$ cat config.mk
export PLATFORM = sky130hd
export DESIGN_NAME = fifo_wr_arbiter
export DESIGN_NICKNAME = d
export VERILOG_FILES = /design/src/rtl/fifo_wr_arbiter.sv
export SDC_FILE = /design/constraint.sdc
export NUM_CORES = 1
export LEC_CHECK = 0
export BUFFER_PORTS_ARGS = -buffer_cell sky130_fd_sc_hd__buf_2
export CELL_PAD_IN_SITES_DETAIL_PLACEMENT = 1
export CELL_PAD_IN_SITES_GLOBAL_PLACEMENT = 1
export CORE_ASPECT_RATIO = 1.25
export CORE_MARGIN = 2
export CORE_UTILIZATION = 31
export CTS_BUF_LIST = sky130_fd_sc_hd__clkbuf_4 sky130_fd_sc_hd__clkbuf_8 sky130_fd_sc_hd__clkbuf_16
export DETAILED_ROUTE_END_ITERATION = 12
export PLACE_DENSITY_LB_ADDON = 0.15
export SYNTH_ARGS = -nofsm -noshare
export SYNTH_HDL_FRONTEND = slang
export SYNTH_SLANG_ARGS = --single-unit
$ cat constraint.sdc
create_clock -name clk -period 2.9 [get_ports clk]
set_input_delay 0 -clock clk [delete_from_list [all_inputs] [get_ports clk]]
set_output_delay 0 -clock clk [all_outputs]
set_load 0.02 [all_outputs]
$ cat src/rtl/fifo_wr_arbiter.sv
// Round-robin arbiter that shares one FIFO write port among NREQ valid/ready producers.
// A grant lasts for up to MAX_BURST words, and there is always one idle cycle between grants.
module fifo_wr_arbiter #(
  parameter  int NREQ      = 4,
  parameter  int DSIZE     = 8,
  parameter  int MAX_BURST = 4,
  localparam int IDW       = (NREQ > 1) ? $clog2(NREQ) : 1,
  localparam int BCW       = $clog2(MAX_BURST + 1)
) (
  input  logic                  clk,
  input  logic                  rst,
  input  logic [NREQ-1:0]       req_valid,
  input  logic [NREQ*DSIZE-1:0] req_data,
  output logic [NREQ-1:0]       req_ready,
  output logic [DSIZE-1:0]      fifo_wdata,
  output logic                  fifo_winc,
  input  logic                  fifo_wfull,
  output logic                  grant_valid,
  output logic [IDW-1:0]        grant_id
);

  localparam logic [0:0] IDLE  = 1'b0;
  localparam logic [0:0] BURST = 1'b1;

  logic [0:0]       state_q, state_d;
  logic [IDW-1:0]   owner_q, owner_d;
  logic [IDW-1:0]   ptr_q, ptr_d;
  logic [BCW-1:0]   cnt_q, cnt_d;

  logic [IDW-1:0]   pick;
  logic             anyValid;
  logic [IDW-1:0]   ownerNext;
  logic             ownerValid;
  logic [DSIZE-1:0] ownerData;
  logic             active;
  logic             xfer;
  logic             lastWord;
  logic             endBurst;

  // Rotating-priority search: the first valid requester at or after ptr wins.
  always_comb begin
    int unsigned idx;
    pick     = '0;
    anyValid = 1'b0;
    idx      = 0;
    for (int k = 0; k < NREQ; k++) begin
      idx = int'(ptr_q) + k;
      if (idx >= NREQ) idx = idx - NREQ;
      if (!anyValid && req_valid[idx]) begin
        anyValid = 1'b1;
        pick     = IDW'(idx);
      end
    end
  end

  // Owner mux written as a loop, so no index outside 0..NREQ-1 is ever formed.
  always_comb begin
    ownerValid = 1'b0;
    ownerData  = '0;
    for (int i = 0; i < NREQ; i++) begin
      if (owner_q == IDW'(i)) begin
        ownerValid = req_valid[i];
        ownerData  = req_data[i*DSIZE +: DSIZE];
      end
    end
  end

  assign ownerNext = (int'(owner_q) == NREQ - 1) ? '0 : owner_q + 1'b1;
  assign active    = (state_q == BURST) && !rst;
  assign xfer      = active && ownerValid && !fifo_wfull;
  assign lastWord  = (cnt_q == BCW'(MAX_BURST - 1));
  assign endBurst  = xfer ? lastWord : !ownerValid;

  always_comb begin
    state_d = state_q;
    owner_d = owner_q;
    ptr_d   = ptr_q;
    cnt_d   = cnt_q;
    case (state_q)
      IDLE: begin
        if (anyValid) begin
          owner_d = pick;
          cnt_d   = '0;
          state_d = BURST;
        end
      end
      BURST: begin
        // A full FIFO with the owner still valid stalls here with no timeout.
        if (endBurst) begin
          ptr_d   = ownerNext;
          cnt_d   = '0;
          state_d = IDLE;
        end else if (xfer) begin
          cnt_d = cnt_q + 1'b1;
        end
      end
      default: begin
        state_d = IDLE;
        cnt_d   = '0;
      end
    endcase
  end

  always_ff @(posedge clk) begin
    if (rst) begin
      state_q <= IDLE;
      owner_q <= '0;
      ptr_q   <= '0;
      cnt_q   <= '0;
    end else begin
      state_q <= state_d;
      owner_q <= owner_d;
      ptr_q   <= ptr_d;
      cnt_q   <= cnt_d;
    end
  end

  // Outputs are forced quiet while rst is high, even if the state is still BURST.
  always_comb begin
    req_ready = '0;
    for (int i = 0; i < NREQ; i++) begin
      req_ready[i] = active && (owner_q == IDW'(i)) && !fifo_wfull;
    end
  end

  assign grant_valid = active;
  assign grant_id    = rst ? '0 : owner_q;
  assign fifo_wdata  = active ? ownerData : '0;
  assign fifo_winc   = xfer;

endmodule

==> flow_summary_export.csv, run 1 <==
group,metric,value,unit
status,status,"finished, final reports clean",
pwr,p_sw,0.000148,W
drt,route.antenna.remaining_nets,0,
drt,firstDrtPassIters,4,
finish,n_antenna_cell,0,
sta,rsz0062_at_grt,"no",
logic_synthesis,ys_top_cells_by_count,"14 x a21oi_1, 11 x o21ai_0, 10 x inv_1",
pwr,ir_drop,0.209,mV
sta,timing.final.hold_violations,0,
pwr,p_int,0.000240,W
drt,via_per_inst,5.35,
setup_path,crit_type,"reg -> out",
sta,tightest_slew,0.657,ns
global_route,grt_first_pass_wirelength,4880,µm
worst_hold_path,whs_path_depth,2,
logic_synthesis,ys_ff_latch,8,
sta,slew_headroom,0.562,
logic_synthesis,synth_cell_types,35,
logic_synthesis,syn_avg_cell_area,7.17,µm²
place,placed_area,1190,µm²
drt,drc,0,
clocking,cts_setup_buffers,0,
logic_synthesis,synth_fp_nets,172,
place,dp_hpwl,2430,µm
setup_path,cp.required,2.90,ns
drt,vias,1139,
clocking,insertion_delay,0.26,ns
clocking,cts_tree,"built",
sta,finalCritPeriodShare,0.749,
clocking,clkTransAtPathRegs,0.05,ns
finish,drive_gt1_frac,0.345,
flow_run,maxCapViolCount,0,
finish,nets,224,
place,place.gp.congestion,0.774,
pwr,seqPwrFrac,0.325,
sta,finClkSkew,0.00105,ns
floorplan,core,2860,µm²
floorplan,initial_utilization,0.318,
sta,setup_viol,0,
setup_path,crit_buf_inv,2,
logic_synthesis,synth_top_cell_area_share,0.176,
setup_path,cp-end-kind,"output port",
setup_path,r2r_end,"cnt_q[1]",
floorplan,pin_count,55,
place,io_buffers,54,
worst_hold_path,hp-start,"rst",
setup_path,path_delay_family,"adder cells",
setup_path,worst_ep_arrival_time,2.17,ns
clocking,cts_sinks,8,
worst_hold_path,hold_end,"state_q",
logic_synthesis,yosysWarnings,0,
finish,final_cell_area,1220,µm²
setup_path,reg2reg_setup_slack,0.87,ns
logic_synthesis,ys_top_cells_by_area,"dfxtp_1 18%, ha_1 8.2%, a21oi_1 7.7%",
logic_synthesis,synth_top_cell_by_area,"dfxtp_1",
pwr,swShare,0.382,
clocking,cts_buffers,3,
pwr,clkPwrFrac,0.225,
logic_synthesis,synthCells,127,
clocking,cts_max_path_buffers,2,
sta,fmax,461,MHz
logic_synthesis,synth_edf_count,0,
drt,wl,3010,µm
sta,report.final.slew_viol_count,0,
floorplan,fp-row-count,22,
finish,area_growth,33.5,%
setup_path,slowest_delay,0.59,ns
setup_path,path_max_fanout,22,
logic_synthesis,synthFlopType,"dfxtp_1",
global_route,grt_pass1_vias,1113,
setup_path,r2r_cells,6,
logic_synthesis,synth_area,911,µm²
worst_hold_path,holdCritPathClass,"in -> reg",
pwr,pwr_density_cell,319,nW/µm²
setup_path,startpoint_type,"flop",
drt,drt-initial-drc-count,10,
logic_synthesis,yosysMostFrequentCell,"a21oi_1",
global_route,antenna_found_initial,0,
clocking,cts_root_buf,"clkbuf_4",
setup_path,regToRegStartpoint,"owner_q[0]",
sta,finalWorstSetupSlack,0.729,ns
setup_path,crit_chain,"inv_1 > ha_1 > a211oi_1 > a221o_1 > nor3_1 > buf_2",
floorplan,fp.dieH,64.6,µm
logic_synthesis,synthArstFlopShare,0,
drt,post_drt_wl_per_cell,14.1,µm
clocking,htree_levels,1,
setup_path,cp_slowest_cell,"ha_1",
pwr,combPwrFrac,0.450,
global_route,grt_overflow,0,
clocking,holdBufCountCts,0,
clocking,cts_resized,0,
floorplan,die_area,3390,µm²
logic_synthesis,synth_seq_area_share,0.176,
floorplan,fp.dieW,52.5,µm
pwr,leakage,0.562,nW
sta,period_minus_slack,2.17,ns
global_route,grt_use_total,0.190,
sta,tns,0,ns
global_route,grt_max_degree,23,
place,post-place-ws,0.835,ns
layout make-up:
type / count / area (µm²)
clock buffer: 3 / 22.5
sequential: 8 / 160
inverter: 10 / 37.5
multi-input combinational: 102 / 681
fill: 400 / 1650
tap: 36 / 45.0
timing repair buffer: 54 / 270
worst max-delay path by stage:
| stage | start | endpoint | slack [ns] | cells past startpoint |
|---|---|---|---|---|
| 5_1_grt | owner_q[0] | fifo_winc | 0.48 | 6 |
| 2_1_floorplan | owner_q[1] | fifo_wdata[1] | 1.21 | 7 |
| 3_5_place_dp | owner_q[0] | cnt_q[1] | 0.84 | 6 |
| 3_3_place_gp | owner_q[0] | cnt_q[0] | 0.96 | 6 |
| 6_report | owner_q[0] | fifo_winc | 0.73 | 6 |
| 4_1_cts | owner_q[0] | fifo_winc | 0.68 | 6 |
flip-flops by register name, summed over array words and instances, names as in the netlist:
name,flops
state_q,1
cnt_q,3
ptr_q,2
owner_q,2
power groups by stage:
stage | clock (W) | sequential, W | combinational (W)
after floorplan | 0 | 0.000124 | 0.000118
after global placement | 0 | 0.000128 | 0.000171
after detailed placement | 0 | 0.000129 | 0.000176
after CTS | 0.0000922 | 0.000126 | 0.000177
after global routing | 0.0000959 | 0.000127 | 0.000194
final | 0.0000872 | 0.000126 | 0.000175
routing by layer:
metal	up-vias	wire length (µm)	GRT usage
met1	518	1220	0.209
li1	568	-	-
met3	7	225	0.0323
met4	0	74	0.0897
met2	46	1490	0.342
met5	-	0	0
placed cells by master, fill, tap and decap left out, types with 2 or more instances in the layout:
master,count
nor2b_1,8
and2_1,4
nand3b_1,7
nor2_1,8
o41ai_1,2
clkbuf_4,3
nand3_1,8
a221oi_1,4
ha_1,6
inv_1,10
o31ai_1,3
buf_2,54
dfxtp_1,8
nor3_1,3
a21oi_1,14
nand2b_1,2
o21ai_0,11
a22o_1,2
nand2_1,6
metrics by stage:
stage                util  total power [W]  instances  hold WS (ns)
CTS                 0.425         0.000395        213        0.0558
global route        0.425         0.000417        213        0.0769
detailed placement  0.417         0.000305        210         0.327
floorplan               -         0.000241        127        0.0887
global placement    0.417         0.000299        210         0.317
finish              0.425         0.000388        213        0.0582
kinds of logic after synthesis:
group                      share of synthesized area
muxes                                         0.0124
AOI/OAI and AO/OA                              0.316
buffers and inverters                         0.0769
adders and majority gates                     0.0824
and+or+nand+nor                                0.337
DFF                                            0.176
Power figures use the tool's default switching activity.
==> inputs of run 2 (changes only) <==
Settings changed: CORE_UTILIZATION 31 to 28.
Clock period 2.9 ns to 2 ns, I/O delays scaled along.
==> flow_summary_export.csv, run 2 (synthesis results as in run 1) <==
group,metric,value,unit
sta,period_minus_slack,1.86,ns
place,placed_area,1230,µm²
place,place.gp.congestion,0.776,
drt,vias,1172,
finish,top_register,"cnt_q",
sta,timing.final.hold_violations,0,
setup_path,worst_ep_arrival_time,1.86,ns
finish,final_cell_area,1290,µm²
global_route,grt_pass1_vias,1115,
drt,wl,3260,µm
place,dp_hpwl,2650,µm
floorplan,fp-row-count,23,
drt,firstDrtPassIters,4,
floorplan,core,3170,µm²
pwr,leakage,0.594,nW
floorplan,fp.dieW,55.0,µm
sta,rsz0062_at_grt,"no",
place,io_buffers,54,
finish,final_cell_mix,"52 x buf_2, 13 x a21oi_1, 10 x inv_1, 10 x o21ai_0",
clocking,cts_buffers,3,
sta,finClkSkew,0.00893,ns
finish,nets,229,
global_route,grt_max_degree,18,
global_route,grt_use_total,0.171,
clocking,htree_levels,1,
pwr,ir_drop,0.339,mV
clocking,holdBufCountCts,0,
floorplan,die_area,3730,µm²
global_route,antenna_found_initial,0,
drt,drc,0,
clocking,cts_max_path_buffers,2,
finish,top_regs,"cnt_q: 3 flops, owner_q: 2 flops, ptr_q: 2 flops",
drt,post_drt_wl_per_cell,14.9,µm
drt,via_per_inst,5.35,
finish,fin_util,0.407,
status,status,"finished, final reports clean",
sta,tns,0,ns
clocking,cts_sinks,8,
sta,fmax,538,MHz
finish,area_growth,41.3,%
floorplan,fp.dieH,67.8,µm
setup_path,cp.required,2.00,ns
sta,setup_viol,0,
setup_path,startpoint_type,"flop",
finish,fillers,427,
pwr,finalPower,0.000660,W
floorplan,pin_count,55,
setup_path,cp-end-kind,"output port",
drt,drt-initial-drc-count,27,
clocking,cts_tree,"built",
pwr,pwr_density_cell,512,nW/µm²
finish,n_antenna_cell,0,
flow_run,maxCapViolCount,0,
setup_path,crit_type,"reg -> out",
global_route,grt_overflow,0,
worst_hold_path,holdCritPathClass,"in -> reg",
clocking,clkTransAtPathRegs,0.05,ns
setup_path,crit_chain,"inv_1 > ha_1 > buf_4 > nor2b_1 > o31ai_1 > buf_2",
floorplan,initial_utilization,0.288,
finish,largest_reg_flops,3,
finish,drive_gt1_frac,0.379,
global_route,grt_first_pass_wirelength,4790,µm
sta,tightest_slew,0.487,ns
finish,multi_input_area,689,µm²
sta,finalCritPeriodShare,0.930,
clocking,cts_root_buf,"clkbuf_8",
sta,report.final.slew_viol_count,0,
drt,route.antenna.remaining_nets,0,
clocking,cts_setup_buffers,0,
clocking,insertion_delay,0.24,ns
finish,seq_area,160,µm²
sta,slew_headroom,0.673,
setup_path,slowest_delay,0.40,ns
finish,final_common_cell,"buf_2",
setup_path,path_max_fanout,17,
setup_path,cp_slowest_cell,"dfxtp_1",
==> run 2: routing by layer <==
| metal | share of wire | wire length [µm] | track usage | vias up |
|---|---|---|---|---|
| li1 | - | - | - | 575 |
| met5 | 0 | 0 | 0 | - |
| met2 | 0.53 | 1710 | 0.345 | 41 |
| met3 | 0.064 | 208 | 0.00885 | 2 |
| met4 | 0.0083 | 27 | 0.0457 | 0 |
| met1 | 0.40 | 1310 | 0.181 | 554 |
==> run 2: cell type report <==
cell class,instances,share of cell area
Clock buffer,3,0.0321
Inverter,10,0.0292
Multi-Input combinational cell,102,0.535
Sequential cell,8,0.124
Tap cell,37,0.0360
Timing Repair Buffer,59,0.243
==> run 2: path summary, 6_finish.rpt <==
kind,start,end,slack [ns],depth (start not counted)
worst min-delay path,rst,state_q,0.09,2
worst max register to register,cnt_q[0],ptr_q[1],0.19,6
worst min register to register,cnt_q[1],cnt_q[1],0.48,1
worst max-delay path,owner_q[0],fifo_wdata[7],0.14,6
==> run 2: report_power, final <==
group / internal (W) / total, W / leakage, nW / switching (W)
clock: 0.000131 / 0.000203 / 0.0216 / 0.0000722
combinational: 0.000121 / 0.000276 / 0.508 / 0.000155
sequential: 0.000171 / 0.000180 / 0.0653 / 0.00000917
total: 0.000423 / 0.000660 / 0.594 / 0.000237
==> run 2: critical path: cells and delay by family (launching register included) <==
kind / cells / cell delay (ns)
buffers and inverters: 3 / 0.54
flip-flops: 1 / 0.40
AO/OA/AOI/OAI: 1 / 0.26
adder cells (fa/ha/maj): 1 / 0.27
AND/OR/NAND/NOR: 1 / 0.15
==> run 2: metrics by stage <==
step,instances,hold WS [ns],worst slack (ns)
floorplan,127,0.0887,0.313
global placement,216,0.315,0.287
detailed placement,216,0.332,0.208
CTS,219,0.0893,0.0817
global route,219,0.127,0.0374
finish,219,0.0862,0.140
==> run 2: repair_timing <==
item	CTS	global route
hold endpoints to repair	0	0
setup endpoints to repair	0	6
gates resized for setup	0	6
